==> src/rtl/pipe_pkg.sv <==
// Shared pipeline definitions: RV32 opcode fields (instr[6:2]), hazard FSM encoding
// and source-register usage decode.
package pipe_pkg;

  localparam int unsigned OPC_W = 5;
  localparam int unsigned REG_W = 5;

  localparam logic [OPC_W-1:0] OPC_LOAD   = 5'b00000;
  localparam logic [OPC_W-1:0] OPC_OP_IMM = 5'b00100;
  localparam logic [OPC_W-1:0] OPC_AUIPC  = 5'b00101;
  localparam logic [OPC_W-1:0] OPC_STORE  = 5'b01000;
  localparam logic [OPC_W-1:0] OPC_OP     = 5'b01100;
  localparam logic [OPC_W-1:0] OPC_LUI    = 5'b01101;
  localparam logic [OPC_W-1:0] OPC_BRANCH = 5'b11000;
  localparam logic [OPC_W-1:0] OPC_JAL    = 5'b11011;

  typedef enum logic [0:0] {
    HZ_IDLE     = 1'b0,
    HZ_MDU_BUSY = 1'b1
  } hz_state_e;

  // Per-cycle pipeline control produced by the hazard controller
  typedef struct packed {
    logic stall;
    logic flush;
    logic mdu_last;
  } hz_ctrl_t;

  function automatic logic uses_rs1(input logic [OPC_W-1:0] opcode);
    return !((opcode == OPC_LUI) || (opcode == OPC_AUIPC) || (opcode == OPC_JAL));
  endfunction

  function automatic logic uses_rs2(input logic [OPC_W-1:0] opcode);
    return (opcode == OPC_OP) || (opcode == OPC_STORE) || (opcode == OPC_BRANCH);
  endfunction

endpackage

==> src/rtl/hazard_ctrl_if.sv <==
// Bundle between the pipeline (master) and the hazard controller (slave).
interface hazard_ctrl_if #(
  parameter int unsigned CNT_W = 32
);
  import pipe_pkg::*;

  logic [OPC_W-1:0] opcode_rg2;
  logic [OPC_W-1:0] opcode_rg3;
  logic             mext_rg2;
  logic [REG_W-1:0] rs1_rg2;
  logic [REG_W-1:0] rs2_rg2;
  logic [REG_W-1:0] rd_rg3;
  logic             br_taken_rg3;

  logic             stall_pc;
  logic             stall_rg1;
  logic             stall_rg2;
  logic             bubble_rg3;
  logic             flush_rg1;
  logic             flush_rg2;
  logic             haz;
  logic             mdu_last;
  logic [CNT_W-1:0] stall_cycles;

  modport master (
    output opcode_rg2, opcode_rg3, mext_rg2, rs1_rg2, rs2_rg2, rd_rg3, br_taken_rg3,
    input  stall_pc, stall_rg1, stall_rg2, bubble_rg3, flush_rg1, flush_rg2,
           haz, mdu_last, stall_cycles
  );

  modport slave (
    input  opcode_rg2, opcode_rg3, mext_rg2, rs1_rg2, rs2_rg2, rd_rg3, br_taken_rg3,
    output stall_pc, stall_rg1, stall_rg2, bubble_rg3, flush_rg1, flush_rg2,
           haz, mdu_last, stall_cycles
  );

endinterface

==> src/rtl/hazard_ctrl_mdu_seq.sv <==
// Multi-cycle M-extension sequencer: IDLE/MDU_BUSY FSM plus down-counter.
// Only instantiated when MDU_STALL_EN is defined.
module mdu_seq
  import pipe_pkg::*;
#(
  parameter int unsigned MDU_LAT = 4
) (
  input  logic clk,
  input  logic rst_n,
  input  logic br_taken,
  input  logic ld_use,
  input  logic mdu_op,
  output logic stall_c,
  output logic last_c
);

  localparam int unsigned CNT_BITS = (MDU_LAT > 2) ? $clog2(MDU_LAT) : 1;
  localparam logic [0:0]  ST_IDLE  = 1'(HZ_IDLE);
  localparam logic [0:0]  ST_BUSY  = 1'(HZ_MDU_BUSY);

  logic [0:0]          state_q, state_d;
  logic [CNT_BITS-1:0] cnt_q, cnt_d;

  // State and counter registers
  always_ff @(posedge clk or negedge rst_n) begin
    if (!rst_n) begin
      state_q <= ST_IDLE;
      cnt_q   <= '0;
    end else begin
      state_q <= state_d;
      cnt_q   <= cnt_d;
    end
  end

  // Next state and stall/last decode; a taken branch abandons any op in flight
  always_comb begin
    state_d = state_q;
    cnt_d   = cnt_q;
    stall_c = 1'b0;
    last_c  = 1'b0;
    if (br_taken) begin
      state_d = ST_IDLE;
      cnt_d   = '0;
    end else begin
      case (state_q)
        ST_IDLE: begin
          // Load-use wins: the MDU op starts once the load result is forwardable
          if (ld_use) begin
            stall_c = 1'b1;
          end else if (mdu_op) begin
            stall_c = 1'b1;
            cnt_d   = CNT_BITS'(MDU_LAT - 2);
            state_d = ST_BUSY;
          end
        end
        ST_BUSY: begin
          if (cnt_q != '0) begin
            stall_c = 1'b1;
            cnt_d   = cnt_q - CNT_BITS'(1);
          end else begin
            last_c  = 1'b1;
            state_d = ST_IDLE;
          end
        end
        default: begin
          state_d = ST_IDLE;
          cnt_d   = '0;
        end
      endcase
    end
  end

endmodule

==> src/rtl/hazard_ctrl.sv <==
// Load-use / MDU stall and branch flush controller feeding forwarding_unit.
// Optional feature macro: MDU_STALL_EN (multi-cycle M-extension sequencing).
module hazard_ctrl
  import pipe_pkg::*;
#(
  parameter int unsigned MDU_LAT = 4,
  parameter int unsigned CNT_W   = 32
) (
  input  logic          clk,
  input  logic          rst_n,
  hazard_ctrl_if.slave  bus
);

  logic     use_rs1;
  logic     use_rs2;
  logic     ld_use;
  logic     seq_stall;
  logic     seq_last;
  hz_ctrl_t ctrl;

  logic [CNT_W-1:0] stall_cnt_q;

  // Load-use detection against a load sitting in rg3
  always_comb begin
    use_rs1 = uses_rs1(bus.opcode_rg2);
    use_rs2 = uses_rs2(bus.opcode_rg2);
    ld_use  = (bus.opcode_rg3 == OPC_LOAD) && (bus.rd_rg3 != '0) &&
              ((use_rs1 && (bus.rs1_rg2 == bus.rd_rg3)) ||
               (use_rs2 && (bus.rs2_rg2 == bus.rd_rg3)));
  end

`ifdef MDU_STALL_EN
  logic mdu_op;
  assign mdu_op = (bus.opcode_rg2 == OPC_OP) && bus.mext_rg2;

  mdu_seq #(
    .MDU_LAT (MDU_LAT)
  ) u_mdu_seq (
    .clk      (clk),
    .rst_n    (rst_n),
    .br_taken (bus.br_taken_rg3),
    .ld_use   (ld_use),
    .mdu_op   (mdu_op),
    .stall_c  (seq_stall),
    .last_c   (seq_last)
  );
`else
  // Single-cycle MDU: only load-use can stall
  logic unused_cfg;
  assign unused_cfg = ^{bus.mext_rg2, 32'(MDU_LAT)};
  assign seq_stall  = ld_use;
  assign seq_last   = 1'b0;
`endif

  // Branch flush has top priority and suppresses any stall in the same cycle
  always_comb begin
    ctrl.flush    = bus.br_taken_rg3;
    ctrl.stall    = seq_stall && !bus.br_taken_rg3;
    ctrl.mdu_last = seq_last && !bus.br_taken_rg3;
  end

  assign bus.stall_pc   = ctrl.stall;
  assign bus.stall_rg1  = ctrl.stall;
  assign bus.stall_rg2  = ctrl.stall;
  assign bus.bubble_rg3 = ctrl.stall;
  assign bus.haz        = ctrl.stall;
  assign bus.flush_rg1  = ctrl.flush;
  assign bus.flush_rg2  = ctrl.flush;
  assign bus.mdu_last   = ctrl.mdu_last;

  // Saturating count of stalled cycles
  always_ff @(posedge clk or negedge rst_n) begin
    if (!rst_n) begin
      stall_cnt_q <= '0;
    end else if (ctrl.stall && (stall_cnt_q != '1)) begin
      stall_cnt_q <= stall_cnt_q + CNT_W'(1);
    end
  end

  assign bus.stall_cycles = stall_cnt_q;

endmodule

==> src/flat_wrapper.sv <==
// flat-port wrapper written by rule: the top's interface ports become plain ports
module hazard_ctrl_flat import pipe_pkg::*;
#(
  parameter int unsigned MDU_LAT = 4,
  parameter int unsigned CNT_W   = 32
)
  (clk, rst_n, bus_opcode_rg2, bus_opcode_rg3, bus_mext_rg2, bus_rs1_rg2, bus_rs2_rg2, bus_rd_rg3, bus_br_taken_rg3, bus_stall_pc, bus_stall_rg1, bus_stall_rg2, bus_bubble_rg3, bus_flush_rg1, bus_flush_rg2, bus_haz, bus_mdu_last, bus_stall_cycles);
  hazard_ctrl_if #(.CNT_W(CNT_W)) bus_i ();
  input  logic clk;
  input  logic rst_n;
  input wire logic [$bits(bus_i.opcode_rg2)-1:0] bus_opcode_rg2;
  input wire logic [$bits(bus_i.opcode_rg3)-1:0] bus_opcode_rg3;
  input wire logic [$bits(bus_i.mext_rg2)-1:0] bus_mext_rg2;
  input wire logic [$bits(bus_i.rs1_rg2)-1:0] bus_rs1_rg2;
  input wire logic [$bits(bus_i.rs2_rg2)-1:0] bus_rs2_rg2;
  input wire logic [$bits(bus_i.rd_rg3)-1:0] bus_rd_rg3;
  input wire logic [$bits(bus_i.br_taken_rg3)-1:0] bus_br_taken_rg3;
  output wire logic [$bits(bus_i.stall_pc)-1:0] bus_stall_pc;
  output wire logic [$bits(bus_i.stall_rg1)-1:0] bus_stall_rg1;
  output wire logic [$bits(bus_i.stall_rg2)-1:0] bus_stall_rg2;
  output wire logic [$bits(bus_i.bubble_rg3)-1:0] bus_bubble_rg3;
  output wire logic [$bits(bus_i.flush_rg1)-1:0] bus_flush_rg1;
  output wire logic [$bits(bus_i.flush_rg2)-1:0] bus_flush_rg2;
  output wire logic [$bits(bus_i.haz)-1:0] bus_haz;
  output wire logic [$bits(bus_i.mdu_last)-1:0] bus_mdu_last;
  output wire logic [$bits(bus_i.stall_cycles)-1:0] bus_stall_cycles;
  assign bus_i.opcode_rg2 = bus_opcode_rg2;
  assign bus_i.opcode_rg3 = bus_opcode_rg3;
  assign bus_i.mext_rg2 = bus_mext_rg2;
  assign bus_i.rs1_rg2 = bus_rs1_rg2;
  assign bus_i.rs2_rg2 = bus_rs2_rg2;
  assign bus_i.rd_rg3 = bus_rd_rg3;
  assign bus_i.br_taken_rg3 = bus_br_taken_rg3;
  assign bus_stall_pc = bus_i.stall_pc;
  assign bus_stall_rg1 = bus_i.stall_rg1;
  assign bus_stall_rg2 = bus_i.stall_rg2;
  assign bus_bubble_rg3 = bus_i.bubble_rg3;
  assign bus_flush_rg1 = bus_i.flush_rg1;
  assign bus_flush_rg2 = bus_i.flush_rg2;
  assign bus_haz = bus_i.haz;
  assign bus_mdu_last = bus_i.mdu_last;
  assign bus_stall_cycles = bus_i.stall_cycles;
  hazard_ctrl #(.MDU_LAT(MDU_LAT), .CNT_W(CNT_W)) u_core (.clk(clk), .rst_n(rst_n), .bus(bus_i));
endmodule
==> config.mk <==
export PLATFORM = sky130hd
export DESIGN_NAME = hazard_ctrl_flat
export DESIGN_NICKNAME = d
export VERILOG_FILES = /design/src/rtl/pipe_pkg.sv /design/src/rtl/hazard_ctrl_if.sv /design/src/rtl/hazard_ctrl_mdu_seq.sv /design/src/rtl/hazard_ctrl.sv /design/src/flat_wrapper.sv
export SDC_FILE = /design/constraint.sdc
export NUM_CORES = 1
export LEC_CHECK = 0
export ABC_AREA = 1
export ABC_CLOCK_PERIOD_IN_PS = 4200
export CAP_MARGIN = 20
export CORE_ASPECT_RATIO = 1.25
export CORE_UTILIZATION = 52
export CTS_CLUSTER_SIZE = 30
export DETAILED_ROUTE_END_ITERATION = 10
export PLACE_DENSITY = 0.86
export RECOVER_POWER = 50
export SLEW_MARGIN = 20
export SYNTH_ARGS = -nofsm -noshare
export SYNTH_HDL_FRONTEND = slang
export SYNTH_SLANG_ARGS = --single-unit
==> constraint.sdc <==
create_clock -name clk -period 4.2 [get_ports clk]
set_clock_uncertainty 0.1 [all_clocks]
set_input_delay 0.84 -clock clk [delete_from_list [all_inputs] [get_ports clk]]
set_output_delay 0.84 -clock clk [all_outputs]
set_load 0.01 [all_outputs]
==> Yosys cells after proc, flatten, opt, wreduce, memory -nomap -nowiden <==
Cells that the tools add are included.
{ "totals": {"register_bits": 32, "input_bits": 29, "out_inout_bits": 40, "wordCells": 26} }
{ "op_classes": {"addsub": 1, "eq_ne": 9, "n_reduce_logical": 15} }
{ "ops": {"columns": ["op", "count"], "rows": [
  ["$add 32x1->32 const B", 1],
  ["$ne 32x32->1 const B", 1],
  ["$eq 5x4->1 const B", 3],
  ["$eq 5x5->1", 2],
  ["$eq 5x5->1 const B", 2],
  ["$logic_and 1x1->1", 6],
  ["$eq 5x3->1 const B", 1],
  ["$logic_not 5->1", 1],
  ["$logic_or 1x1->1", 5],
  ["$reduce_bool 5->1", 1],
  ["$logic_not 1->1", 2]
]} }

==> Depth between registers and ports, before layout <==
{ "logic_depth": {"word_depth": 9, "depth_mapped": 13, "depth_no_buf": 11} }

==> Least setup slack after synthesis <==
Ideal clock, no wire load.
{ "synth_timing": {"kind": "input-to-output", "start": "input bus_opcode_rg2[1]", "end": "output bus_haz", "arrival_time_ns": 1.760, "required_ns": 3.260, "slack_ns": 1.500, "path_stages": 7, "path_buffers": 2, "cell_sequence": "nor2_1 nand2_1 a21oi_1 nand3_1 a21oi_2 buf_4 buf_4"} }
{ "synth_between": {"elab_chain_cells": 8, "elab_cells_between_ends": 16, "classes_between": "6 x eq/ne; 10 x reduce/logical"} }
{ "synth_rtl": {"columns": ["item", "line_no", "rtl"], "rows": [
  ["start, declared", "flat_wrapper.sv:11", "input wire logic [$bits(bus_i.opcode_rg2)-1:0] bus_opcode_rg2;"],
  ["$eq 5x4->1 / $eq 5x3->1 (equally long branches)", "pipe_pkg.sv:30", "return !((opcode == OPC_LUI) || (opcode == OPC_AUIPC) || (opcode == OPC_JAL));"],
  ["$logic_or 1x1->1 (2 in series)", "pipe_pkg.sv:30", null],
  ["$logic_not 1->1", "pipe_pkg.sv:30", null],
  ["$logic_and 1x1->1", "hazard_ctrl.sv:28", "((use_rs1 && (bus.rs1_rg2 == bus.rd_rg3)) ||"],
  ["$logic_or 1x1->1 (*)", "hazard_ctrl.sv:28", null],
  ["$logic_and 1x1->1 (*)", "hazard_ctrl.sv:27", "ld_use = (bus.opcode_rg3 == OPC_LOAD) && (bus.rd_rg3 != '0) &&"],
  ["$logic_and 1x1->1 (*)", "hazard_ctrl.sv:58", "ctrl.stall = seq_stall && !bus.br_taken_rg3;"],
  ["end, declared", "flat_wrapper.sv:24", "output wire logic [$bits(bus_i.haz)-1:0] bus_haz;"]
]} }
Every way passes the cells marked *; elsewhere a longest branch is shown, timed or not.

==> Worst setup path in the final report <==
{ "layout_timing": {"start": "input bus_rd_rg3[1]", "end": "output bus_stall_rg2"} }
{ "layout_between": {"elab_chain_cells": 5, "elab_cells_between_ends": 9, "classes_between": "2 x eq/ne; 7 x reduce/logical"} }
{ "layout_rtl": {"columns": ["item", "line_no", "rtl"], "rows": [
  ["start, declared", "flat_wrapper.sv:16", "input wire logic [$bits(bus_i.rd_rg3)-1:0] bus_rd_rg3;"],
  ["$eq 5x5->1 (on tied branches)", "hazard_ctrl.sv:28, hazard_ctrl.sv:29", null],
  ["$logic_and 1x1->1 (on tied branches)", "hazard_ctrl.sv:28, hazard_ctrl.sv:29", null],
  ["$logic_or 1x1->1", "hazard_ctrl.sv:28", null],
  ["$logic_and 1x1->1 (*)", "hazard_ctrl.sv:27", null],
  ["$logic_and 1x1->1 (*)", "hazard_ctrl.sv:58", null],
  ["end, declared", "flat_wrapper.sv:20", "output wire logic [$bits(bus_i.stall_rg2)-1:0] bus_stall_rg2;"]
]} }
Marked as above.

==> flow_metrics.env <==
export IMPL_status="finished with violations"
export IMPL_violations="capacitance limit, slew limit"
export IMPL_drtPass1Iterations=4
export IMPL_synth_mux_area_share_pct=0
export IMPL_post_cts_buffers=0
export IMPL_yosysTopAreaCellShare_pct=33.3
export IMPL_drt_total_wl_mm=5.71
export IMPL_total_power_w=0.000657
export IMPL_fin_crit_sh_pct=85.0
export IMPL_overflow=0
export IMPL_tns_ns=0
export IMPL_root_buffer="clkbuf_8"
export IMPL_synth_compound_area_share_pct=5.78
export IMPL_min_period_ns=3.57
export IMPL_ys_types=25
export IMPL_min_path_cells=2
export IMPL_place_hpwl_mm=4.41
export IMPL_synth_seq_area_share_pct=33.3
export IMPL_rsz0062_at_grt="false"
export IMPL_hold_path_class="reg -> reg"
export IMPL_drive_gt1_share_pct=3.25
export IMPL_cp_startpoint="bus_rd_rg3[1]"
export IMPL_finalSetupViolCount=0
export IMPL_clk_pin_slew_ns=0.06
export IMPL_syn_nets=430
export IMPL_reg2reg_depth=10
export IMPL_syn_inst=400
export IMPL_synth_edff_count=0
export IMPL_core_rowCount=27
export IMPL_yosys_area_share_simple_pct=44.7
export IMPL_timing_worst_slew_pin_value_ns=1.78
export IMPL_synth_top_family_by_area="simple AND/OR/NAND/NOR gates"
export IMPL_maxCapViolCount=1
export IMPL_drc=0
export IMPL_antenna_found_initial=0
export IMPL_fin_util_pct=70.8
export IMPL_io_pins=69
export IMPL_synthArstFlopShare_pct=100
export IMPL_cts_buffers=5
export IMPL_syn_area_per_cell_um2=6.01
export IMPL_powerDensity_mw_per_mm2=210
export IMPL_via_count=2586
export IMPL_crit_fanout=6
export IMPL_die_x_um=62.8
export IMPL_cts_tree="built"
export IMPL_multiInputGateArea_mm2=0.00126
export IMPL_wl_per_cell_um=11.0
export IMPL_crit_type="in -> out"
export IMPL_hold_path_startpoint="u_core.bus.stall_cycles[1]"
export IMPL_synthAdderAreaFrac_pct=0.521
export IMPL_synth_top_cells_by_count="nand2_1, nor2_1, inv_1"
export IMPL_cp_end_kind="output pin"
export IMPL_critPathLaunchType="primary input"
export IMPL_first_global_vias=2393
export IMPL_yosysMostFrequentCell="nand2_1"
export IMPL_die_area_mm2=0.00490
export IMPL_peakVddDrop_mv=0.135
export IMPL_grt_max_degree=49
export IMPL_fmax_mhz=280
export IMPL_grt_pass1_wl_mm=9.94
export IMPL_ys_ff_latch=32
export IMPL_cp_data_required_time_ns=3.26
export IMPL_yosys_top_cells_area="dfrtp_1, nand2_1, nor2_1"
export IMPL_areaGrowthSynthToFinish_pct=30.3
export IMPL_p_leak_nw=1.48
export IMPL_cts_resized=0
export IMPL_cts_hold_buf=0
export IMPL_gp_congestion=0.876
export IMPL_drtIter0Drc=172
export IMPL_netlist_area_mm2=0.00240
export IMPL_ctsHtreeMaxLevel=2
export IMPL_antenna_cells=0
export IMPL_grt_usage_pct=25.2
export IMPL_synth_area_leader_cell="dfrtp_1"
export IMPL_hold_violations=0
export IMPL_fillCellCount=390
export IMPL_synth_ff_type="dfrtp_1"
export IMPL_core_mm2=0.00443
export IMPL_die_h_um=78.0
export IMPL_r2r_start="u_core.bus.stall_cycles[0]"
export IMPL_crit_arrival_ns=2.63
export IMPL_via_per_inst=4.98
export IMPL_start_util_pct=54.3
export IMPL_nets=490
export IMPL_clockBufferDepth=2
export IMPL_largest_reg_flops=32
export IMPL_cts_sinks=32
export IMPL_maxSlewViolCount=33
export IMPL_yosys_warnings=0
export IMPL_max_slew_margin_pct=-18.6
export IMPL_synth_xor_area_share_pct=1.46
export IMPL_port_buffers=66
export IMPL_register_area_um2=801
export IMPL_final_antenna_net_count=0
export IMPL_insertion_delay_ns=0.28
worst paths after layout:
check                                                    to  slack, ns
worst min register to register   u_core.bus.stall_cycles[1]       0.45
max in group asynchronous        u_core.bus.stall_cycles[5]       1.50
worst min-delay path             u_core.bus.stall_cycles[1]       0.45
worst max register to register  u_core.bus.stall_cycles[29]       2.13
min in group asynchronous       u_core.bus.stall_cycles[28]       1.48
worst max-delay path                          bus_stall_rg2       0.63
logic make-up (layout without fill, tap and decap cells):
logic type,count (synthesis),after routing
AOI/OAI and AO/OA,27,27
buffers and inverters,72,133
and+or+nand+nor,263,263
DFF,32,32
other,1,1
xor gates and xnor gates,4,4
adders and majority gates,1,1
critical path: stages:
cell	delay [ns]
clkdlybuf4s50_1	0.53
inv_1	0.08
nand2_1	0.06
nand2_1	0.05
nor2_1	0.08
nand3_1	0.13
a21oi_2	0.27
clkdlybuf4s50_1	0.59
power by group:
part           leakage (nW)  switching, W  internal [W]
registers             0.447   0.000000426      0.000308
clock network        0.0552      0.000115      0.000176
logic                 0.973     0.0000245     0.0000317
total                  1.48      0.000140      0.000516
layout make-up:
type | instances | area share [%]
timing repair buffer | 68 | 21.5
clock inverter | 2 | 1.12
multi-input combinational | 296 | 40.4
sequential | 32 | 25.6
clock buffer | 6 | 2.32
inverter | 57 | 6.83
tap | 58 | 2.32
per-stage QoR:
| step | setup slack [ns] | hold WS [ns] | area (um^2) | instances |
|---|---|---|---|---|
| final | 0.628 | 0.449 | 3130 | 519 |
| after global routing | 0.452 | 0.482 | 3130 | 519 |
| after CTS | 0.604 | 0.449 | 3140 | 519 |
| after detailed placement | 0.602 | 0.427 | 3030 | 511 |
| after global placement | 0.657 | 0.417 | 3030 | 511 |
| after floorplan | 1.50 | 0.439 | 2400 | 400 |
metal layers:
layer  GRT usage [%]  share of wire (%)
met1            28.7                 41
met2            46.4                 53
met3            3.92                3.8
met4            10.7                2.5
met5               0                  0
placed cells by master, fill, tap and decap left out, types with 2 or more instances in the layout:
cell	n
nand2_1	152
nor2_1	66
inv_1	55
clkdlybuf4s50_1	46
dfrtp_1	32
nand3_1	30
o21ai_0	20
dlygate4sd3_1	20
nand4_1	5
clkbuf_8	5
nor3_1	4
o21ai_1	4
xnor2_1	2
a21oi_1	2
xor2_1	2
inv_2	2
clkbuf_1	2
No activity file was read; power rests on OpenSTA's default activity.
